--- config.mk ---
export PLATFORM = sky130hd
export DESIGN_NAME = fetch_stage
export DESIGN_NICKNAME = d
export VERILOG_FILES = /design/src/rtl/mips_pkg.sv /design/src/rtl/if_id_reg.sv /design/src/rtl/fetch_stage.sv
export SDC_FILE = /design/constraint.sdc
export NUM_CORES = 1
export LEC_CHECK = 0
export ABC_AREA = 1
export BUFFER_PORTS_ARGS = -buffer_cell sky130_fd_sc_hd__buf_2
export CAP_MARGIN = 10
export CORE_ASPECT_RATIO = 1.25
export CORE_MARGIN = 4
export CORE_UTILIZATION = 45
export CTS_CLUSTER_DIAMETER = 100
export DETAILED_ROUTE_END_ITERATION = 10
export PLACE_DENSITY_LB_ADDON = 0.15
export SLEW_MARGIN = 0
export SYNTH_ARGS = -nofsm -noshare
export SYNTH_HDL_FRONTEND = slang
export SYNTH_SLANG_ARGS = --single-unit
--- constraint.sdc ---
create_clock -name clk -period 7.5 [get_ports clk]
set_clock_uncertainty 0.15 [all_clocks]
set_input_delay 0.375 -clock clk [delete_from_list [all_inputs] [get_ports clk]]
set_output_delay 0.375 -clock clk [all_outputs]
set_load 0.05 [all_outputs]
--- src/rtl/mips_pkg.sv ---
// Shared types and constants for the MIPS CPU front end.
package mips_pkg;

  typedef enum logic [1:0] {
    S_REQ  = 2'd0,
    S_WAIT = 2'd1,
    S_SKID = 2'd2
  } fetch_state_t;

  localparam logic [31:0] RESET_PC_DEFAULT = 32'h0000_3000;
  localparam logic [31:0] WORD_BYTES       = 32'd4;

  // Clears the byte-offset bits so every fetch address is word aligned.
  function automatic logic [31:0] align_word(input logic [31:0] addr);
    return addr & ~(WORD_BYTES - 32'd1);
  endfunction

endpackage

--- src/rtl/if_id_reg.sv ---
// Fetch-to-decode register with a one-entry skid buffer that catches a
// memory word returning while decode is stalled.
module if_id_reg
  import mips_pkg::*;
(
  input  logic        clk,
  input  logic        rstn,
  input  logic        flush,
  input  logic        stall,
  input  logic        load_new,
  input  logic        load_skid,
  input  logic        skid_to_id,
  input  logic [31:0] new_instr,
  input  logic [31:0] new_pc,
  output logic        slot_free,
  output logic        id_valid,
  output logic [31:0] id_instr,
  output logic [31:0] id_pc,
  output logic [31:0] id_pc_plus4
);

  logic        skid_valid;
  logic [31:0] skid_instr;
  logic [31:0] skid_pc;

  assign slot_free = !id_valid || !stall;

  // Decode-facing register: a stalled slot holds, a free one drains unless refilled.
  always_ff @(posedge clk or negedge rstn) begin
    if (!rstn) begin
      id_valid    <= 1'b0;
      id_instr    <= '0;
      id_pc       <= '0;
      id_pc_plus4 <= '0;
    end else if (flush) begin
      id_valid <= 1'b0;
    end else if (load_new) begin
      id_valid    <= 1'b1;
      id_instr    <= new_instr;
      id_pc       <= new_pc;
      id_pc_plus4 <= new_pc + WORD_BYTES;
    end else if (skid_to_id && skid_valid) begin
      id_valid    <= 1'b1;
      id_instr    <= skid_instr;
      id_pc       <= skid_pc;
      id_pc_plus4 <= skid_pc + WORD_BYTES;
    end else if (!stall) begin
      id_valid <= 1'b0;
    end
  end

  always_ff @(posedge clk or negedge rstn) begin
    if (!rstn) begin
      skid_valid <= 1'b0;
      skid_instr <= '0;
      skid_pc    <= '0;
    end else if (flush) begin
      skid_valid <= 1'b0;
    end else if (load_skid) begin
      skid_valid <= 1'b1;
      skid_instr <= new_instr;
      skid_pc    <= new_pc;
    end else if (skid_to_id) begin
      skid_valid <= 1'b0;
    end
  end

endmodule

--- src/rtl/fetch_stage.sv ---
// Instruction-fetch stage: PC, single-outstanding memory request FSM and
// redirect handling; the decode register lives in if_id_reg.
module fetch_stage
  import mips_pkg::*;
#(
  parameter logic [31:0] RESET_PC = RESET_PC_DEFAULT
) (
  input  logic        clk,
  input  logic        rstn,
  output logic        imem_req,
  output logic [31:0] imem_addr,
  input  logic [31:0] imem_rdata,
  input  logic        imem_valid,
  input  logic        stall,
  input  logic        redirect,
  input  logic [31:0] redirect_pc,
  output logic        id_valid,
  output logic [31:0] id_instr,
  output logic [31:0] id_pc,
  output logic [31:0] id_pc_plus4
);

  fetch_state_t state;
  logic [31:0]  pc;
  logic [31:0]  req_pc;
  logic         kill;
  logic         slot_free;
  logic         load_new;
  logic         load_skid;
  logic         skid_to_id;

  assign imem_req  = (state == S_REQ);
  assign imem_addr = pc;

  // A redirect suppresses every load so nothing fetched on the old path survives.
  always_comb begin
    load_new   = 1'b0;
    load_skid  = 1'b0;
    skid_to_id = 1'b0;
    if (!redirect) begin
      case (state)
        S_WAIT: begin
          if (imem_valid && !kill) begin
            load_new  = slot_free;
            load_skid = !slot_free;
          end
        end
        S_SKID:  skid_to_id = !stall;
        default: ;
      endcase
    end
  end

  always_ff @(posedge clk or negedge rstn) begin
    if (!rstn) begin
      state  <= S_REQ;
      pc     <= RESET_PC;
      req_pc <= '0;
      kill   <= 1'b0;
    end else begin
      case (state)
        S_REQ: begin
          req_pc <= pc;
          state  <= S_WAIT;
          if (redirect) begin
            pc   <= align_word(redirect_pc);
            kill <= 1'b1;
          end else begin
            pc <= pc + WORD_BYTES;
          end
        end
        S_WAIT: begin
          if (redirect) begin
            pc <= align_word(redirect_pc);
            if (imem_valid) begin
              kill  <= 1'b0;
              state <= S_REQ;
            end else begin
              kill <= 1'b1;
            end
          end else if (imem_valid) begin
            kill  <= 1'b0;
            state <= (kill || slot_free) ? S_REQ : S_SKID;
          end
        end
        S_SKID: begin
          if (redirect) begin
            pc    <= align_word(redirect_pc);
            state <= S_REQ;
          end else if (!stall) begin
            state <= S_REQ;
          end
        end
        default: state <= S_REQ;
      endcase
    end
  end

  if_id_reg u_if_id_reg (
    .clk         (clk),
    .rstn        (rstn),
    .flush       (redirect),
    .stall       (stall),
    .load_new    (load_new),
    .load_skid   (load_skid),
    .skid_to_id  (skid_to_id),
    .new_instr   (imem_rdata),
    .new_pc      (req_pc),
    .slot_free   (slot_free),
    .id_valid    (id_valid),
    .id_instr    (id_instr),
    .id_pc       (id_pc),
    .id_pc_plus4 (id_pc_plus4)
  );

endmodule

# After elaboration in Yosys (flattened, before gate mapping)

Index checks and enable logic that the tools add are counted.

$add $sub $neg: 3
$mul: 0
Divide/modulo/power cells: 0
Order comparisons: 0
Equal/unequal tests: 8
Shift-type cells: 0
Multiplexer cells: 36
Bitwise operators: 1
Reductions and logical operators: 19

Operator list:

| cell                  | count |
|---|---|
| $mux 32               | 8 |
| $add 32x3->32 const B | 3 |
| $pmux 32 s2           | 1 |
| $mux 1                | 19 |
| $mux 2                | 6 |
| $reduce_and 2->1      | 4 |
| $ne 3x3->1 const B    | 2 |
| $pmux 2 s3            | 1 |
| $reduce_bool 2->1     | 3 |
| $logic_not 1->1       | 4 |
| $ne 2x1->1 const B    | 2 |
| $ne 4x1->1 const B    | 1 |
| $reduce_and 3->1      | 1 |
| $reduce_bool 3->1     | 1 |
| $eq 2x1->1 const B    | 1 |
| $eq 2x2->1 const B    | 1 |
| $logic_and 1x1->1     | 2 |
| $logic_not 2->1       | 1 |
| $logic_or 1x1->1      | 2 |
| $ne 2x2->1 const B    | 1 |
| $pmux 1 s2            | 1 |
| $reduce_or 2->1       | 1 |
| $not 1->1             | 1 |

Bits in registers: 229
Latch bits: 0
Bits in writable memories: 0
ROM bits: 0
Output and inout bits: 130
Logic and storage cells: 78
Memories kept: 0

# Longest topological paths before layout

Gate-level depths: netlist of the first run.

Word-level depth: 8
Gate-level depth with buffers: 18

# Modules after synthesis

Synthesis of the first run repeated with hierarchy kept, for this count alone.

Cells, all modules: 1352
Area, all modules: 11255.8 µm²

Modules (own cells, without submodules):

| module      | instances | cells each | area an instance (µm²) | sequential area each (µm²) |
|---|---|---|---|---|
| if_id_reg   | 1         | 856        | 7547.2                 | 4003.8 |
| fetch_stage | 1         | 496        | 3708.6                 | 1579.0 |

# Worst setup path after synthesis of the first run

No wires, ideal clock.

Path type: reg2reg
Start: register state[1]
End: register u_if_id_reg.id_pc_plus4[22]
Library setup time: 0.118 ns
Data arrival time: 2.083 ns
Required time: 7.232 ns
Setup slack: 5.149 ns
Stages on the path, launching flop included: 18
Path buffers: 1
Cells stage by stage: dfrtp_1 inv_1 ha_1 inv_1 nor2_4 nand3_4 buf_6 nand2_2 o21ai_2 inv_1 ha_1 nand3_1 inv_2 nand2_2 nor2_4 nand3_1 nand3_1 nand2_1

Longest elaborated chain between the ends: 6
Elaborated cells between the ends (all ways): 10
Those cells by class: eq/ne: 2; mux: 5; reduce/logical: 3

Ends and longest elaborated chain:

| item                        | RTL line          | text |
|---|---|---|
| start, declared             | fetch_stage.sv:23 | `fetch_state_t state;` |
| start signal, assigned      | fetch_stage.sv:83 | `state <= (kill \|\| slot_free) ? S_REQ : S_SKID;` |
| $eq 2x2->1                  | fetch_stage.sv:41 | `case (state)` |
| $mux 1                      | fetch_stage.sv:41 |  |
| $mux 1                      | fetch_stage.sv:40 | `if (!redirect) begin` |
| $logic_and 1x1->1           | if_id_reg.sv:42   | `end else if (skid_to_id && skid_valid) begin` |
| $reduce_bool 2->1 (no line) | -                 |  |
| $reduce_and 2->1 (no line)  | -                 |  |
| end signal, assigned        | if_id_reg.sv:41   | `id_pc_plus4 <= new_pc + WORD_BYTES;` |
| end signal, assigned        | if_id_reg.sv:46   | `id_pc_plus4 <= skid_pc + WORD_BYTES;` |
| end, declared               | if_id_reg.sv:19   | `output logic [31:0] id_pc_plus4` |

Parallel ways exist; a longest one is shown, timed or not.
A chain may end at the register's enable or synchronous reset.

# Final worst setup path of the first run

Start: register state[1]
End: register u_if_id_reg.id_pc_plus4[27]

The elaborated chain is that of the path after synthesis.

==> results of run 1 <==
-- report_power, final --
group	total, mW	leakage (nW)	switching, mW	internal, mW
Combinational	2.40	3.20	1.83	0.576
Sequential	1.89	2.83	0.317	1.57
Clock	1.21	0.409	0.468	0.740
-- cells by family after synthesis --
logic type               count (synthesis)  synth area share, %
AND/OR/NAND/NOR                        645                 26.1
AO/OA/AOI/OAI                          251                 13.2
flip-flops                             219                 51.1
buffers and inverters                  216                 8.44
XOR/XNOR                                 7                0.571
adder cells (fa/ha/maj)                  5                0.583
other                                    1               0.0349
-- layout make-up --
cell class                      count  area share (%)
Timing Repair Buffer              237            10.9
Sequential cell                   219            42.2
Clock buffer                       36            5.65
Clock inverter                      6           0.645
Tap cell                          288            2.77
Multi-Input combinational cell    914            33.8
Inverter                          144            4.16
-- placed cells by master, fill, tap and decap left out, types with 4 or more instances in the layout --
cell,instances
nand2_1,384
buf_4,8
o211ai_1,39
o32ai_1,4
nand3_1,113
nor2_2,9
nand2_2,14
clkbuf_8,11
conb_1,6
xor2_1,5
inv_2,4
inv_1,139
nor2_4,8
o22ai_1,12
clkbuf_16,23
dfrtp_1,217
nand3b_1,4
nand3_2,5
nor3_1,9
o21ai_0,159
nand4_1,8
buf_2,189
ha_1,4
a22oi_1,5
a21oi_1,18
a31oi_1,5
nor2_1,82
dlygate4sd3_1,39
-- worst max-delay path, delay by kind of cell, from the launching register on --
family | cells | cell delay (ps)
simple gates | 12 | 2040
buf+inv | 3 | 680
flops | 1 | 380
fa+ha+maj | 1 | 190
-- worst paths after layout --
path | from | endpoint | slack (ps) | depth (start not counted)
max | state[1]$_DFFE_PN0P_ | u_if_id_reg.id_pc_plus4[27]$_DFFE_PN0P_ | 3910 | 16
min | redirect_pc[23] | imem_addr[23]$_DFFE_PN0P_ | 20 | 3
max reg2reg | state[1]$_DFFE_PN0P_ | u_if_id_reg.id_pc_plus4[27]$_DFFE_PN0P_ | 3910 | 16
min reg2reg | u_if_id_reg.id_pc[13]$_DFFE_PN0P_ | u_if_id_reg.id_pc[13]$_DFFE_PN0P_ | 320 | 2
max in group asynchronous | rstn | req_pc[15]$_DFFE_PN0P_ | 5400 | 3
min in group asynchronous | rstn | u_if_id_reg.skid_instr[6]$_DFFE_PN0P_ | 310 | 2
-- per-stage QoR --
step | instances | utilization [%]
5_1_grt | 1844 | 55.9
3_5_place_dp | 1763 | 50.7
2_1_floorplan | 1349 | -
4_1_cts | 1844 | 55.9
6_report | 1844 | 55.9
3_3_place_gp | 1763 | 50.7
-- flip-flops by register name, indices dropped and copies added, names as in the netlist --
name and flops:
u_if_id_reg.id_instr 32, u_if_id_reg.skid_pc 30, u_if_id_reg.skid_instr 32, u_if_id_reg.id_valid 1, u_if_id_reg.id_pc 30, req_pc 30, kill 1, imem_addr 30
u_if_id_reg.id_pc_plus4 30, u_if_id_reg.skid_valid 1, state 2
-- layer usage --
layer  track usage, %  up-vias
met2             35.4      306
met4             5.80        0
met3             4.31       40
met5                0        -
li1                 -     4747
met1             29.5     4459
-- timing repair --
action | in CTS | in global routing
gates resized for setup | 0 | 0
endpoints found under the setup margin | 0 | 0
hold buffers | 39 | 0
hold endpoints to repair | 151 | 0
buffers inserted | 0 | 0
==> flow_metrics.tcl, run 1 <==
set metrics [dict create \
    ys_seq_area_share_pct 51.1 \
    drt_first_pass_iters 7 \
    clock.fmax_ghz 0.279 \
    grt_max_degree 89 \
    crit_fanout 88 \
    wl_per_cell_um 15.7 \
    critPathSlowestCell "nor2_4" \
    vias 9552 \
    yosysWarnings 0 \
    ir_drop_uv 279 \
    max_slew_margin_pct 30.4 \
    die_h_um 181 \
    fin_crit_ps 3590 \
    multiInputGateArea_sq_um 4390 \
    vias_per_cell 5.18 \
    drive_gt1_share_pct 18.4 \
    num_rows 62 \
    leakage_nw 6.45 \
    crit_path_start_kind "register" \
    drt_iter0_markers 469 \
    seq_area_sq_um 5480 \
    worstMarginPinSlew_ps 1040 \
    async_reset_ff_share_pct 100 \
    synth_edf_count 0 \
    cts_buffer_depth 3 \
    drt-met1-wl_mm 12.8 \
    fp.coreArea_sq_um 23300 \
    wl_met3_mm 1.96 \
    setup_tns_ps 0 \
    syn-cell-area_sq_um 10700 \
    wl_met2_mm 13.6 \
    synth_common_cells "nand2_1, dfrtp_1, o21ai_0" \
    ys_types 45 \
    clk_pin_slew_ps 60 \
    dp_hpwl_mm 19.7 \
    grt.total_usage_pct 21.6 \
    path_cells "inv_1, ha_1, inv_1, nor2_4, nand3_4, buf_4, nand2_1, nand2_1, nand2_1, nor2_1, nand2_1, nor2_1, nand2_1, nand2_1, nand3_1, nand2_1" \
    clock-sinks 219 \
    totalWireLength_mm 28.9 \
    fin_crit_sh_pct 47.9 \
    routabilityCongestion 0.909 \
    cts_buffers 23 \
    layout.nets 1613 \
    grt_pass1_wl_mm 47.8 \
    area_growth_pct 21.1 \
    crit_arrival_ps 3820 \
    grt_remaining_overflow 0 \
    synth.top_cell.area_share_pct 50.6 \
    avgSynthCellArea_sq_um 7.99 \
    portBuffers 190 \
    synth_top_flop_cell "dfrtp_1" \
    cts_tree "built" \
    power_density_nw_per_um2 423 \
    grt_pass1_vias 9370 \
    yosysTopAreaCell "dfrtp_1" \
    antenna_found_initial 0 \
    diodes 0 \
    synth.area.top_cells "dfrtp_1, nand2_1, o21ai_0" \
    dieArea_sq_um 26400 \
    holdWs_ps 16.6 \
    die_x_um 146 \
    remaining_drc_errors 0 \
    fillCellCount 2183 \
    cts_max_level 1 \
    ios 199 \
    post-route-cell-area_sq_um 13000 \
    start_util_pct 46.1 \
    placed_cell_area_sq_um 11800 \
    timing.max_cap.violations 0 \
    rsz0062_at_grt "no" \
    setup.worst_path.class "register to register" \
    synth_cells 1344 \
    hold_viol 0 \
    cts_root_buf "clkbuf_16" \
    dr.max_layer_used "met4" \
    crit_required_ps 7740 \
    worstSkewPairLatency_ps 520 \
    power_mw 5.50 \
    setup_viol 0 \
    synth_most_common_cell "nand2_1" \
    hold_class "input pin to register" \
    worst_path_largest_cell_delay_ps 720 \
    drv_slew 0 \
    worst_path_most_repeated_cell "nand2_1" \
    cp-end-kind "register" \
    postRouteAntennaNets 0 \
    status "complete, no violations" \
    finalWorstSetupSlack_ps 3910 \
    synth.ff_latch_count 219 \
    post-place-ws_ps 3780 \
]
Power figures use the tool's default switching activity.
==> run 2, diff against run 1 <==
clock period = 3.3 ns   (was 7.5 ns; I/O delays follow)
==> run 2 against run 1 <==
Net effect:
- design area increased by 2.6%
- final cell count increased by 1.9%
- critical path depth decreased by 2
- global-route usage increased by 0.68 points
- critical endpoint unchanged
- largest power group unchanged
- highest routed layer unchanged
==> flow_metrics.tcl, run 2 (synthesis results as in run 1) <==
set metrics [dict create \
    worst_path_most_repeated_cell "nand2_1" \
    drt_iter0_markers 569 \
    diodes 0 \
    setup_viol 0 \
    reg2reg_to "u_if_id_reg.id_pc_plus4[27]$_DFFE_PN0P_" \
    crit_arrival_ps 3050 \
    fin_crit_sh_pct 85.0 \
    cts_hold_buf 67 \
    holdWs_ps 147 \
    fin_crit_ps 2810 \
    vias 9712 \
    drt_first_pass_iters 5 \
    crit_path_start_kind "register" \
    area_growth_pct 24.3 \
    placed_cell_area_sq_um 11900 \
    max_slew_margin_pct 37.3 \
    portBuffers 190 \
    fp.coreArea_sq_um 23300 \
    leakage_nw 6.59 \
    wl_per_cell_um 15.9 \
    num_rows 62 \
    rrSetupSlack_ps 490 \
    grt_pass1_vias 9619 \
    worstRegToRegCells 14 \
    layout_commonest_cell "nand2_1" \
    rsz0062_at_grt "no" \
    worstMarginPinSlew_ps 937 \
    ios 199 \
    setup.worst_path.class "register to register" \
    start_util_pct 46.1 \
    die_h_um 181 \
    grt_pass1_wl_mm 49.3 \
    vias_per_cell 5.17 \
    drv_slew 0 \
    final_cell_mix "nand2_1, dfrtp_1, buf_2" \
    fillCellCount 2173 \
    status "complete, no violations" \
    cts_resized 0 \
    critPathSlowestCell "dfrtp_1" \
    crit_fanout 31 \
    hold_viol 0 \
    path_cells "inv_1, ha_1, inv_1, nor2_4, buf_4, nand3_1, nand2_1, nand2_1, nor2_1, nand2_1, nor2_1, nand3_1, nand3_1, nand2_1" \
    placed_cells 1771 \
    routabilityCongestion 0.870 \
    cts_tree "built" \
    final_util_pct 57.3 \
    cts_max_level 1 \
    power_density_nw_per_um2 941 \
    drive_gt1_share_pct 18.2 \
    clock-sinks 219 \
    post_cts_buffers 0 \
    reg2reg_from "state[1]$_DFFE_PN0P_" \
    finalWorstSetupSlack_ps 494 \
    setup_tns_ps 0 \
    antenna_found_initial 0 \
    cts_buffers 23 \
    worstSkewPairLatency_ps 510 \
    clock.fmax_ghz 0.356 \
    ir_drop_uv 616 \
    post-place-ws_ps 515 \
    dp_hpwl_mm 20.0 \
    grt_max_degree 102 \
    post-route-cell-area_sq_um 13300 \
    remaining_drc_errors 0 \
    layout.nets 1649 \
    postRouteAntennaNets 0 \
    grt.total_usage_pct 22.3 \
    power_mw 12.6 \
    cts_root_buf "clkbuf_16" \
    die_x_um 146 \
    cp-end-kind "register" \
    dieArea_sq_um 26400 \
    totalWireLength_mm 29.8 \
    crit_required_ps 3540 \
    worst_path_largest_cell_delay_ps 380 \
    timing.max_cap.violations 0 \
    hold_class "input pin to async pin" \
    stdcell_count 1879 \
    reg.largest.list "u_if_id_reg.id_instr: 32 flops, u_if_id_reg.skid_instr: 32 flops" \
    cts_buffer_depth 3 \
    grt_remaining_overflow 0 \
    clk_pin_slew_ps 60 \
]
-- run 2: cell count changes in the layout (fill, tap and decap cells not counted), moves of 2 or more --
cell	previous run	this run
buf_12	0	2
buf_4	8	14
clkbuf_1	2	6
clkbuf_8	11	6
dlygate4sd3_1	39	67
-- run 2: worst max path at each step --
stage	start	slack (ps)	endpoint
after floorplan	state[1]$_DFFE_PN0P_	950	u_if_id_reg.id_pc_plus4[22]$_DFFE_PN0P_
after global placement	state[1]$_DFFE_PN0P_	560	u_if_id_reg.id_pc_plus4[27]$_DFFE_PN0P_
after detailed placement	state[1]$_DFFE_PN0P_	520	u_if_id_reg.id_pc_plus4[27]$_DFFE_PN0P_
after CTS	state[1]$_DFFE_PN0P_	490	u_if_id_reg.id_pc_plus4[27]$_DFFE_PN0P_
after global routing	state[1]$_DFFE_PN0P_	240	u_if_id_reg.id_pc_plus4[19]$_DFFE_PN0P_
final	state[1]$_DFFE_PN0P_	490	u_if_id_reg.id_pc_plus4[27]$_DFFE_PN0P_
-- run 2: worst max-delay path: cells and delay by family (launching register included) --
kind          cells  cell delay, ps
buf+inv           3             560
simple gates     10            1420
fa+ha+maj         1             190
flops             1             380
-- run 2: layout make-up --
cell class,count,area (sq um),area share [%]
repair buffers,273,1780,13.3
inverters,144,541,4.05
well taps,288,360,2.70
flip-flops and latches,219,5480,41.1
clock inverters,6,109,0.816
clock buffers,35,681,5.10
multi-input cells,914,4390,32.9
-- run 2: layer usage --
| metal | wire, um | GRT usage, % | vias to the layer above |
|---|---|---|---|
| met5 | 0 | 0 | - |
| met4 | 819 | 6.70 | 0 |
| met3 | 1890 | 3.71 | 54 |
| met2 | 14000 | 37.1 | 314 |
| met1 | 13100 | 30.1 | 4533 |
| li1 | - | - | 4811 |
-- run 2: power breakdown --
group | switching [mW] | internal (mW)
sequential | 0.731 | 3.58
combinational | 4.19 | 1.35
clock | 1.06 | 1.65
total | 5.97 | 6.58
